[config.mk]
export PLATFORM = sky130hd
export DESIGN_NAME = seg7_decode
export DESIGN_NICKNAME = d
export VERILOG_FILES = /design/src/rtl/seg7_pkg.sv /design/src/rtl/seg7_glyph_dec.sv /design/src/rtl/seg7_decode.sv
export SDC_FILE = /design/constraint.sdc
export NUM_CORES = 1
export LEC_CHECK = 0
export ABC_AREA = 1
export CORE_ASPECT_RATIO = 0.7
export CORE_MARGIN = 1.5
export CORE_UTILIZATION = 50
export DETAILED_ROUTE_END_ITERATION = 16
export HOLD_SLACK_MARGIN = 0.03
export PLACE_DENSITY = 0.81
export SYNTH_ARGS = -nofsm -noshare
export SYNTH_HDL_FRONTEND = slang
export SYNTH_SLANG_ARGS = --single-unit
[constraint.sdc]
create_clock -name clk -period 1.9 [get_ports clk]
set_input_delay 0.19 -clock clk [delete_from_list [all_inputs] [get_ports clk]]
set_output_delay 0.19 -clock clk [all_outputs]
set_load 0.01 [all_outputs]
[src/rtl/seg7_pkg.sv]
// seg7_pkg: glyph table, blank pattern and FSM encoding shared by the seg7 decoder
package seg7_pkg;
  localparam logic [6:0] BLANK = 7'h7F;
  localparam logic [6:0] GLYPH [16] = '{
    7'h40, 7'h79, 7'h24, 7'h30, 7'h19, 7'h12, 7'h02, 7'h78,
    7'h00, 7'h10, 7'h08, 7'h03, 7'h46, 7'h21, 7'h06, 7'h0E
  };
  typedef enum logic [1:0] {IDLE, SETTLE, LOCKED} state_t;
endpackage

[src/rtl/seg7_glyph_dec.sv]
// seg7_glyph_dec: maps an active-low 7-segment pattern to its hex nibble and a legal flag
module seg7_glyph_dec
  import seg7_pkg::*;
(
  input  logic [6:0] pattern,
  output logic [3:0] nibble,
  output logic       legal
);
  always_comb begin
    nibble = '0;
    legal = 1'b0;
    for (int i = 0; i < 16; i++)
      if (pattern == GLYPH[i]) begin
        nibble = 4'(i);
        legal = 1'b1;
      end
  end
endmodule

[src/rtl/seg7_decode.sv]
// seg7_decode: synchronizes two 7-segment digits, waits for a stable sample, decodes to a byte
module seg7_decode
  import seg7_pkg::*;
#(
  parameter int STABLE_CYCLES = 4
) (
  input  logic       clk,
  input  logic       rst,
  input  logic [6:0] d0_in,
  input  logic [6:0] d1_in,
  output logic [7:0] value,
  output logic       valid,
  output logic       err,
  output logic       blank,
  output logic [7:0] err_cnt
);
  localparam logic [7:0] STABLE = 8'(STABLE_CYCLES);
  logic [13:0] s1, s2, prev;
  logic [7:0] cnt, cnt_d;
  state_t state, state_d;
  logic fire, same, l0, l1, both_blank, both_legal;
  logic [3:0] n0, n1;
  seg7_glyph_dec u_dec0 (.pattern(prev[6:0]), .nibble(n0), .legal(l0));
  seg7_glyph_dec u_dec1 (.pattern(prev[13:7]), .nibble(n1), .legal(l1));
  assign same = s2 == prev;
  assign both_blank = prev == {BLANK, BLANK};
  assign both_legal = l0 && l1;
  always_comb begin
    state_d = state;
    cnt_d = cnt;
    fire = 1'b0;
    case (state)
      IDLE: begin
        state_d = SETTLE;
        cnt_d = '0;
      end
      SETTLE:
        if (!same) cnt_d = '0;
        else if (cnt >= STABLE) begin
          fire = 1'b1;
          state_d = LOCKED;
        end else cnt_d = cnt + 8'd1;
      LOCKED:
        if (!same) begin
          state_d = SETTLE;
          cnt_d = '0;
        end
      default: state_d = IDLE;
    endcase
  end
  always_ff @(posedge clk) begin
    if (rst) begin
      s1 <= {BLANK, BLANK};
      s2 <= {BLANK, BLANK};
      prev <= {BLANK, BLANK};
      state <= IDLE;
      cnt <= '0;
      value <= '0;
      valid <= 1'b0;
      err <= 1'b0;
      blank <= 1'b0;
      err_cnt <= '0;
    end else begin
      s1 <= {d1_in, d0_in};
      s2 <= s1;
      prev <= s2;
      state <= state_d;
      cnt <= cnt_d;
      valid <= fire && both_legal;
      err <= fire && !both_legal && !both_blank;
      if (fire && both_legal) value <= {n1, n0};
      if (fire && both_blank) blank <= 1'b1;
      else if (state == LOCKED && !same) blank <= 1'b0;
      if (fire && !both_legal && !both_blank && err_cnt != 8'hFF) err_cnt <= err_cnt + 8'd1;
    end
  end
endmodule

==> flow_metrics.env, run 1 <==
export IMPL_maxCapViolations=0
export IMPL_netlist_area_um2=3277
export IMPL_grt_max_degree=56
export IMPL_multi_input_area_um2=1812
export IMPL_synth_distinct_cells=31
export IMPL_ys_seq_area_share_pct=43.38
export IMPL_p_int_mw=2.518
export IMPL_syn_avg_cell_area_um2=7.170
export IMPL_drive_above_1_share_pct=33.69
export IMPL_regArea_um2=1450
export IMPL_ys_ff_latch=71
export IMPL_worstPathRequired_ns=2.18
export IMPL_layout_setup_ws_ns=-0.05710
export IMPL_wl_per_cell_um=13.31
export IMPL_die_h_um=70.73
export IMPL_synthTopCellsByArea="dfxtp_1 (43%), nand2_1 (12%), nor2_1 (8.1%)"
export IMPL_combPwrFrac_pct=8.5
export IMPL_die_w_um=99.76
export IMPL_core_area_um2=6276
export IMPL_holdWs_ns=0.4013
export IMPL_cts_max_level=3
export IMPL_cts_sinks=71
export IMPL_cp_arrival_ns=2.24
export IMPL_final_antenna_net_count=0
export IMPL_path_buf_inv=3
export IMPL_rows=24
export IMPL_cellLeakagePower_nw=2.177
export IMPL_critPathKind="flop to flop"
export IMPL_slew_viol_final=0
export IMPL_grt_pass1_vias=2773
export IMPL_syn_to_final_growth_pct=41.77
export IMPL_overflow=0
export IMPL_insertion_delay_ns=0.35
export IMPL_drc=0
export IMPL_setup_tns_ns=-0.2759
export IMPL_violations="negative setup slack"
export IMPL_yosys_area_top_type="dfxtp_1"
export IMPL_hp_class="input port to flop"
export IMPL_final_min_clock_period_ns=1.957
export IMPL_cts_buffers=9
export IMPL_ys_warn_count=0
export IMPL_fin_cells=639
export IMPL_seqPwrFrac_pct=47.3
export IMPL_setup_violations=8
export IMPL_nets=576
export IMPL_antenna_cells=0
export IMPL_start_kind="flop"
export IMPL_cts_tree="built"
export IMPL_start_util_pct=52.21
export IMPL_cp_slowest_stage_delay_ns=0.37
export IMPL_swShare_pct=22.83
export IMPL_hpwl_um=5467
export IMPL_via_per_inst=5.033
export IMPL_status="finished with violations"
export IMPL_synth_nets=476
export IMPL_crit_slowest_cell="dfxtp_4"
export IMPL_drt_iter0_drc=240
export IMPL_ctsHoldBuffers=0
export IMPL_fmax_ghz=0.5110
export IMPL_p_clk_share_pct=44.2
export IMPL_synth_top_area_share_pct=43.38
export IMPL_cp_max_fo=7
export IMPL_end_kind="flop"
export IMPL_drtPass1Iterations=5
export IMPL_fin_worst_skew_ns=0.008135
export IMPL_gp_congestion=0.9300
export IMPL_crit_chain="buf_6 > nand2_4 > inv_2 > nand2_2 > nor2_2 > nor2_1 > nand2_1 > nor2_2 > nand3_2 > nand2_4 > buf_6 > nand3_4 > nor2_4 > nand2_2 > a21oi_2"
export IMPL_vias=3216
export IMPL_maxSlewHeadroom_pct=62.36
export IMPL_cts_buffer_depth=2
export IMPL_rsz0062_at_grt="yes"
export IMPL_netlist_instances=457
export IMPL_wirelength_um=8505
export IMPL_antenna_found_initial=0
export IMPL_hold_violations=0
export IMPL_pre_cts_ws_ns=-0.1391
export IMPL_cp_top_family="simple AND/OR/NAND/NOR gates"
export IMPL_die_area_um2=7056
export IMPL_clockRootBuffer="clkbuf_8"
export IMPL_peakVddDrop_mv=0.5411
export IMPL_grt_use_total_pct=22.85
export IMPL_power_density_nw_per_um2=702.4
export IMPL_n_fill_cell=493
export IMPL_grt_pass1_wl_um=12710
export IMPL_dp_cells=602
export IMPL_fin_crit_sh_pct=103.0
export IMPL_p_switching_uw=745.0
export IMPL_io_pins=35
export IMPL_worst_pin_slew_ns=0.5625
export IMPL_clk_pin_slew_ns=0.08
export IMPL_io_buffers=34
==> final timing paths <==
| kind | depth (start not counted) | endpoint | from | slack, ns |
|---|---|---|---|---|
| max | 15 | err_cnt[7]$_SDFFE_PP0P_ | prev[7]$_SDFF_PP1_ | -0.06 |
| min | 2 | s1[0]$_SDFF_PP1_ | d0_in[0] | 0.40 |
| max reg2reg | 15 | err_cnt[7]$_SDFFE_PP0P_ | prev[7]$_SDFF_PP1_ | -0.06 |
| min reg2reg | 1 | s2[0]$_SDFF_PP1_ | s1[0]$_SDFF_PP1_ | 0.41 |
==> per-layer routing <==
layer / up-vias / track usage (%) / wire (µm)
li1: 1633 / - / -
met4: 0 / 6.886 / 89
met1: 1463 / 31.41 / 3996
met2: 112 / 35.68 / 3970
met3: 8 / 5.731 / 449
met5: - / 0 / 0
==> stage by stage <==
step	util [%]	power (mW)	area (µm²)
after floorplan	-	1.725	3277
after global placement	63.72	1.809	3999
after detailed placement	63.72	1.815	3999
after CTS	70.10	3.254	4399
after global routing	74.02	3.385	4646
final	74.02	3.263	4646
==> repair_timing <==
action | CTS | global route
pin swaps | 15 | 25
gates cloned | 0 | 1
gates resized for setup | 31 | 45
endpoints found under the setup margin | 18 | 27
buffers inserted | 11 | 10
==> area by class of cell <==
class | instances | area share (%)
clock buffers | 10 | 2.747
clock inverters | 5 | 2.289
inverters | 53 | 4.363
multi-input cells | 325 | 39.00
flip-flops and latches | 71 | 31.21
well taps | 78 | 2.101
repair buffers | 97 | 18.29
==> kinds of logic after synthesis <==
logic type	synth area share, %
simple gates	38.64
flops	43.38
buf+inv	7.407
compound gates	5.957
xor+xnor	3.475
fa+ha+maj	1.146
==> cell usage after synthesis <==
master,count
nor2_2,4
or2_2,35
o21ai_1,3
nor2_1,71
clkbuf_1,6
buf_2,2
nand2_2,5
nor3_1,9
a21oi_1,20
inv_1,45
nor2_8,1
nand3_1,15
xor2_1,10
nand3b_1,1
dfxtp_1,71
ha_1,3
inv_2,6
clkinv_1,2
nor2_4,2
nand2_1,108
o21ai_0,8
o22ai_1,1
o2111ai_1,2
xnor2_1,3
nor3b_1,2
nand3_2,4
buf_6,1
nor4_1,4
nand4_1,11
a21oi_2,1
o31ai_1,1
==> state kept, by name, summed over array words and instances, names as in the netlist <==
name / cells
err_cnt: 8
prev: 14
blank: 1
s1: 14
err: 1
state: 2
s2: 14
valid: 1
value: 8
cnt: 8
==> layout by cell type, fill, tap and decap left out, types with 2 or more instances in the layout <==
| cell type | n |
|---|---|
| inv_2 | 9 |
| inv_1 | 42 |
| buf_12 | 2 |
| o2111ai_1 | 2 |
| buf_4 | 58 |
| dfxtp_4 | 6 |
| buf_6 | 3 |
| clkdlybuf4s50_1 | 34 |
| or2_2 | 35 |
| a21oi_1 | 17 |
| nor4_1 | 3 |
| a21oi_2 | 4 |
| dfxtp_1 | 60 |
| nor3_1 | 6 |
| nor2_2 | 14 |
| nand3_1 | 11 |
| nand2_4 | 3 |
| o21ai_0 | 4 |
| nor3_2 | 3 |
| o21ai_1 | 6 |
| ha_1 | 3 |
| nor2_1 | 58 |
| bufinv_16 | 3 |
| nor3b_1 | 2 |
| nand2_1 | 97 |
| clkinvlp_4 | 2 |
| nor2_4 | 6 |
| nand3_2 | 6 |
| nand3_4 | 2 |
| nand4_1 | 11 |
| nand2_2 | 13 |
| dfxtp_2 | 5 |
| xor2_1 | 10 |
| clkbuf_8 | 9 |
==> power groups by stage <==
stage               Sequential (mW)  Combinational, mW  Clock [mW]
finish                         1.54              0.279        1.44
global route                   1.55              0.302        1.54
CTS                            1.54              0.251        1.46
detailed placement             1.58              0.235           0
global placement               1.58              0.230           0
floorplan                      1.58              0.149           0
(Power assumes the default switching activity.)
==> run 2: changes to the inputs <==
Settings changed: DONT_BUFFER_PORTS set to 1, PLACE_DENSITY 0.81 to 0.74.
==> run 2 against run 1 <==
Against the previous run:
- global-route usage fell by 1.4 points
- critical path depth shrank 3
- largest cell class unchanged
- die area stayed put
- combinational power is 14% lower
- clock-buffer cell count unchanged
- wire length down 12%
- flip-flop and latch count unchanged
- sequential power barely moved
- register-to-register slack gained 0.09 ns
- the flow now finishes without violations
- critical path type unchanged
==> flow_metrics.env, run 2 (same netlist as run 1, synthesis figures left out) <==
export IMPL_dpl_cell_area_um2=3553
export IMPL_rsz0062_at_grt="yes"
export IMPL_io_pins=35
export IMPL_grt_max_degree=56
export IMPL_via_per_inst=4.973
export IMPL_insertion_delay_ns=0.35
export IMPL_layout_common_cells="nand2_1 (98), nor2_1 (60), dfxtp_1 (56)"
export IMPL_largestRegisters="prev: 14 flops, s1: 14 flops, s2: 14 flops"
export IMPL_clockRootBuffer="clkbuf_8"
export IMPL_core_area_um2=6276
export IMPL_peakVddDrop_mv=0.5239
export IMPL_cts_max_level=3
export IMPL_status="complete, no violations"
export IMPL_fin_area_um2=4167
export IMPL_wirelength_um=7456
export IMPL_cellLeakagePower_nw=1.908
export IMPL_r2r_start="prev[11]$_SDFF_PP1_"
export IMPL_antenna_found_initial=0
export IMPL_n_fill_cell=539
export IMPL_gp_congestion=0.9155
export IMPL_cts_buffer_depth=2
export IMPL_die_w_um=99.76
export IMPL_drt_iter0_drc=128
export IMPL_hpwl_um=4966
export IMPL_drc=0
export IMPL_grt_pass1_vias=2578
export IMPL_cp_arrival_ns=2.15
export IMPL_die_h_um=70.73
export IMPL_fmax_ghz=0.5367
export IMPL_final_antenna_net_count=0
export IMPL_worst_pin_slew_ns=0.5229
export IMPL_start_util_pct=52.21
export IMPL_syn_to_final_growth_pct=27.15
export IMPL_cts_tree="built"
export IMPL_maxSlewHeadroom_pct=65.10
export IMPL_cts_buffers=9
export IMPL_overflow=0
export IMPL_clk_pin_slew_ns=0.08
export IMPL_drive_above_1_share_pct=32.50
export IMPL_end_kind="flop"
export IMPL_final_util_pct=66.39
export IMPL_rows=24
export IMPL_hp_class="input port to flop"
export IMPL_r2r_end="err_cnt[1]$_SDFFE_PP0P_"
export IMPL_crit_path_start="prev[11]$_SDFF_PP1_"
export IMPL_layout_commonest_cell="nand2_1"
export IMPL_antenna_cells=0
export IMPL_critPathCapture="err_cnt[1]$_SDFFE_PP0P_"
export IMPL_reg2reg_depth=12
export IMPL_nets=531
export IMPL_vias=2959
export IMPL_critPathKind="flop to flop"
export IMPL_io_buffers=0
export IMPL_drtPass1Iterations=5
export IMPL_cts_sinks=71
export IMPL_regToRegSetupSlack_ns=0.04
export IMPL_fin_crit_sh_pct=98.06
export IMPL_slew_viol_final=0
export IMPL_worstPathRequired_ns=2.18
export IMPL_start_kind="flop"
export IMPL_cp_max_fo=7
export IMPL_die_area_um2=7056
export IMPL_setup_violations=0
export IMPL_grt_use_total_pct=21.43
export IMPL_power_density_nw_per_um2=716.4
export IMPL_hold_violations=0
export IMPL_final_min_clock_period_ns=1.863
export IMPL_grt_pass1_wl_um=11880
export IMPL_fin_worst_skew_ns=0.01171
export IMPL_wl_per_cell_um=12.53
export IMPL_maxCapViolations=0
## run 2: where the power goes
part | total, mW | switching (mW) | internal (mW)
Clock | 1.20 | 0.586 | 0.616
Combinational | 0.240 | 0.135 | 0.105
Sequential | 1.54 | 0.0241 | 1.52
Total | 2.98 | 0.746 | 2.24
## run 2: what timing repair did
item / 4_1_cts / 5_1_grt
buffers inserted: 0 / 9
hold buffers: 15 / 0
pin swaps: 0 / 17
hold endpoints to repair: 55 / 0
resized for setup: 3 / 68
setup endpoints to repair: 7 / 26
gates cloned: 0 / 1
## run 2: worst min path at each step
| stage | from | endpoint | depth (start not counted) |
|---|---|---|---|
| after global routing | rst | err_cnt[3]$_SDFFE_PP0P_ | 2 |
| after floorplan | d0_in[0] | s1[0]$_SDFF_PP1_ | 1 |
| after detailed placement | rst | err_cnt[7]$_SDFFE_PP0P_ | 1 |
| after global placement | rst | valid$_SDFF_PP0_ | 1 |
| after CTS | rst | cnt[1]$_SDFFE_PP0P_ | 2 |
| final | rst | err_cnt[7]$_SDFFE_PP0P_ | 2 |
## run 2: per-layer routing
metal / vias up / track usage [%] / part of all wire (%)
li1: 1538 / - / -
met1: 1312 / 31.17 / 50
met2: 99 / 30.99 / 43
met3: 10 / 5.138 / 5.9
met4: 0 / 7.512 / 1.3
met5: - / 0 / 0
## run 2: metrics by stage
step	setup slack [ns]	TNS, ns	hold slack, ns	cells	total power, mW
2_1_floorplan	0.2405	0	0.2938	457	1.725
3_3_place_gp	-0.03537	-0.08619	0.2688	554	1.757
3_5_place_dp	-0.02381	-0.02381	0.2695	554	1.760
4_1_cts	0.01497	0	0.1227	585	2.996
5_1_grt	-0.1812	-1.546	0.1410	595	3.114
6_report	0.03683	0	0.1159	595	2.985
## run 2: layout make-up
class	instances	area, µm²	share of cell area [%]
clock inverter	6	68.82	1.652
tap	78	97.59	2.342
timing repair inverter	1	5.005	0.1201
inverter	53	207.7	4.985
timing repair buffer	52	457.9	10.99
sequential	71	1458	34.98
multi-input combinational	324	1744	41.86
clock buffer	10	127.6	3.063
## run 2: critical path, stage by stage (launching register included)
cell,delay [ns]
dfxtp_2,0.35
inv_1,0.11
nand3_1,0.15
inv_1,0.06
nand2_1,0.09
nand3_2,0.11
nor2_2,0.13
nand3_1,0.11
nand2_2,0.14
nand3_2,0.10
nor2_4,0.24
nand2_2,0.08
a21oi_2,0.13
==> run 3: changes to the inputs <==
Settings changed: RECOVER_POWER set to 100.
==> run 3 against run 2 <==
Against the previous run:
- die area is the same
- clock power is essentially flat
- via count is essentially flat
- fmax shrank 0.22%
- worst hold slack is essentially flat
- sequential share of layout area grew 0.14 points
- global-route usage is the same
- critical endpoint unchanged
- largest cell class unchanged
==> flow_metrics.env, run 3 (same netlist as run 1, synthesis figures left out) <==
export IMPL_vias=2958
export IMPL_start_util_pct=52.21
export IMPL_drt_iter0_drc=133
export IMPL_maxSlewHeadroom_pct=64.69
export IMPL_grt_pass1_vias=2578
export IMPL_drive_above_1_share_pct=31.53
export IMPL_pre_cts_ws_ns=-0.02381
export IMPL_layout_setup_ws_ns=0.03263
export IMPL_critPathCapture="err_cnt[1]$_SDFFE_PP0P_"
export IMPL_nets=531
export IMPL_die_h_um=70.73
export IMPL_r2r_start="prev[11]$_SDFF_PP1_"
export IMPL_die_area_um2=7056
export IMPL_gp_congestion=0.9155
export IMPL_io_buffers=0
export IMPL_drtPass1Iterations=5
export IMPL_insertion_delay_ns=0.35
export IMPL_fin_crit_sh_pct=98.28
export IMPL_syn_to_final_growth_pct=26.65
export IMPL_grt_pass1_wl_um=11880
export IMPL_power_density_nw_per_um2=718.7
export IMPL_cellLeakagePower_nw=1.894
export IMPL_worst_pin_slew_ns=0.5291
export IMPL_antenna_cells=0
export IMPL_maxCapViolations=0
export IMPL_final_antenna_net_count=0
export IMPL_layout_commonest_cell="nand2_1"
export IMPL_start_kind="flop"
export IMPL_layout_common_cells="nand2_1 (99), nor2_1 (61), dfxtp_1 (56)"
export IMPL_rows=24
export IMPL_hold_violations=0
export IMPL_drc=0
export IMPL_report_power_total_mw=2.983
export IMPL_cts_tree="built"
export IMPL_cts_sinks=71
export IMPL_fin_worst_skew_ns=0.01167
export IMPL_regToRegSetupSlack_ns=0.03
export IMPL_grt_max_degree=56
export IMPL_setup_tns_ns=0
export IMPL_io_pins=35
export IMPL_wirelength_um=7466
export IMPL_clockRootBuffer="clkbuf_8"
export IMPL_overflow=0
export IMPL_cp_arrival_ns=2.15
export IMPL_worstPathRequired_ns=2.18
export IMPL_cts_buffer_depth=2
export IMPL_end_kind="flop"
export IMPL_fmax_ghz=0.5355
export IMPL_fin_area_um2=4150
export IMPL_hp_class="input port to flop"
export IMPL_dpl_cell_area_um2=3553
export IMPL_cts_max_level=3
export IMPL_peakVddDrop_mv=0.5237
export IMPL_antenna_found_initial=0
export IMPL_holdWs_ns=0.1156
export IMPL_cts_buffers=9
export IMPL_hp_start="rst"
export IMPL_wl_per_cell_um=12.55
export IMPL_hpwl_um=4966
export IMPL_status="complete, no violations"
export IMPL_via_per_inst=4.971
export IMPL_critPathKind="flop to flop"
export IMPL_grt_use_total_pct=21.43
export IMPL_die_w_um=99.76
export IMPL_crit_path_start="prev[11]$_SDFF_PP1_"
export IMPL_rsz0062_at_grt="yes"
export IMPL_clk_pin_slew_ns=0.08
export IMPL_cp_max_fo=7
export IMPL_final_min_clock_period_ns=1.867
export IMPL_r2r_end="err_cnt[1]$_SDFFE_PP0P_"
export IMPL_setup_violations=0
export IMPL_slew_viol_final=0
export IMPL_reg2reg_depth=12
export IMPL_largestRegisters="prev: 14 flops, s1: 14 flops, s2: 14 flops"
export IMPL_core_area_um2=6276
## run 3: cell types whose count changed in the layout (fill, tap and decap cells not counted)
| cell | previous run | this run |
|---|---|---|
| clkbuf_1 | 1 | 4 |
| buf_4 | 34 | 30 |
| nor2_1 | 60 | 61 |
| nor2_2 | 14 | 13 |
| nand2_2 | 15 | 14 |
| nand2_1 | 98 | 99 |
| clkbuf_4 | 0 | 1 |
## run 3: how the worst min path moves through the flow
stage,end,slack (ns),cells after the start
2_1_floorplan,s1[0]$_SDFF_PP1_,0.29,1
3_3_place_gp,valid$_SDFF_PP0_,0.27,1
3_5_place_dp,err_cnt[7]$_SDFFE_PP0P_,0.27,1
4_1_cts,cnt[1]$_SDFFE_PP0P_,0.12,2
5_1_grt,err_cnt[3]$_SDFFE_PP0P_,0.14,2
6_report,err_cnt[7]$_SDFFE_PP0P_,0.12,2
## run 3: metrics by stage
stage          std cells  util, %
6_report             595    66.13
4_1_cts              585    62.50
3_5_place_dp         554    56.62
2_1_floorplan        457        -
3_3_place_gp         554    56.62
5_1_grt              595    66.13
## run 3: report_power, final
part / leakage [nW] / total [mW] / internal, mW / switching (mW)
Sequential: 0.577 / 1.54 / 1.52 / 0.0241
Combinational: 1.22 / 0.238 / 0.104 / 0.134
Clock: 0.0973 / 1.20 / 0.616 / 0.587
## run 3: layer usage
| metal | track usage (%) | routed length, µm | part of all wire (%) |
|---|---|---|---|
| met5 | 0 | 0 | 0 |
| met4 | 7.512 | 94 | 1.3 |
| met3 | 5.138 | 446 | 6.0 |
| met2 | 30.99 | 3217 | 43 |
| met1 | 31.17 | 3707 | 50 |
## run 3: critical path, stage by stage (launching register included)
cell,delay [ns]
dfxtp_2,0.35
inv_1,0.11
nand3_1,0.15
inv_1,0.06
nand2_1,0.09
nand3_2,0.11
nor2_2,0.13
nand3_1,0.11
nand2_2,0.14
nand3_2,0.10
nor2_4,0.24
nand2_2,0.08
a21oi_2,0.13
## run 3: timing repair
item,in CTS,in global routing
resized for setup,3,68
hold buffers,15,0
gates cloned,0,1
hold endpoints to repair,55,0
pin swaps,0,17
setup buffers,0,9
setup endpoints to repair,7,26
## run 3: layout make-up
type,count,area (µm²)
Sequential cell,71,1458
Multi-Input combinational cell,324,1739
Fill cell,542,2126
Clock buffer,10,127.6
Timing Repair inverter,1,5.005
Tap cell,78,97.59
Inverter,53,207.7
Clock inverter,6,68.82
Timing Repair Buffer,52,446.7
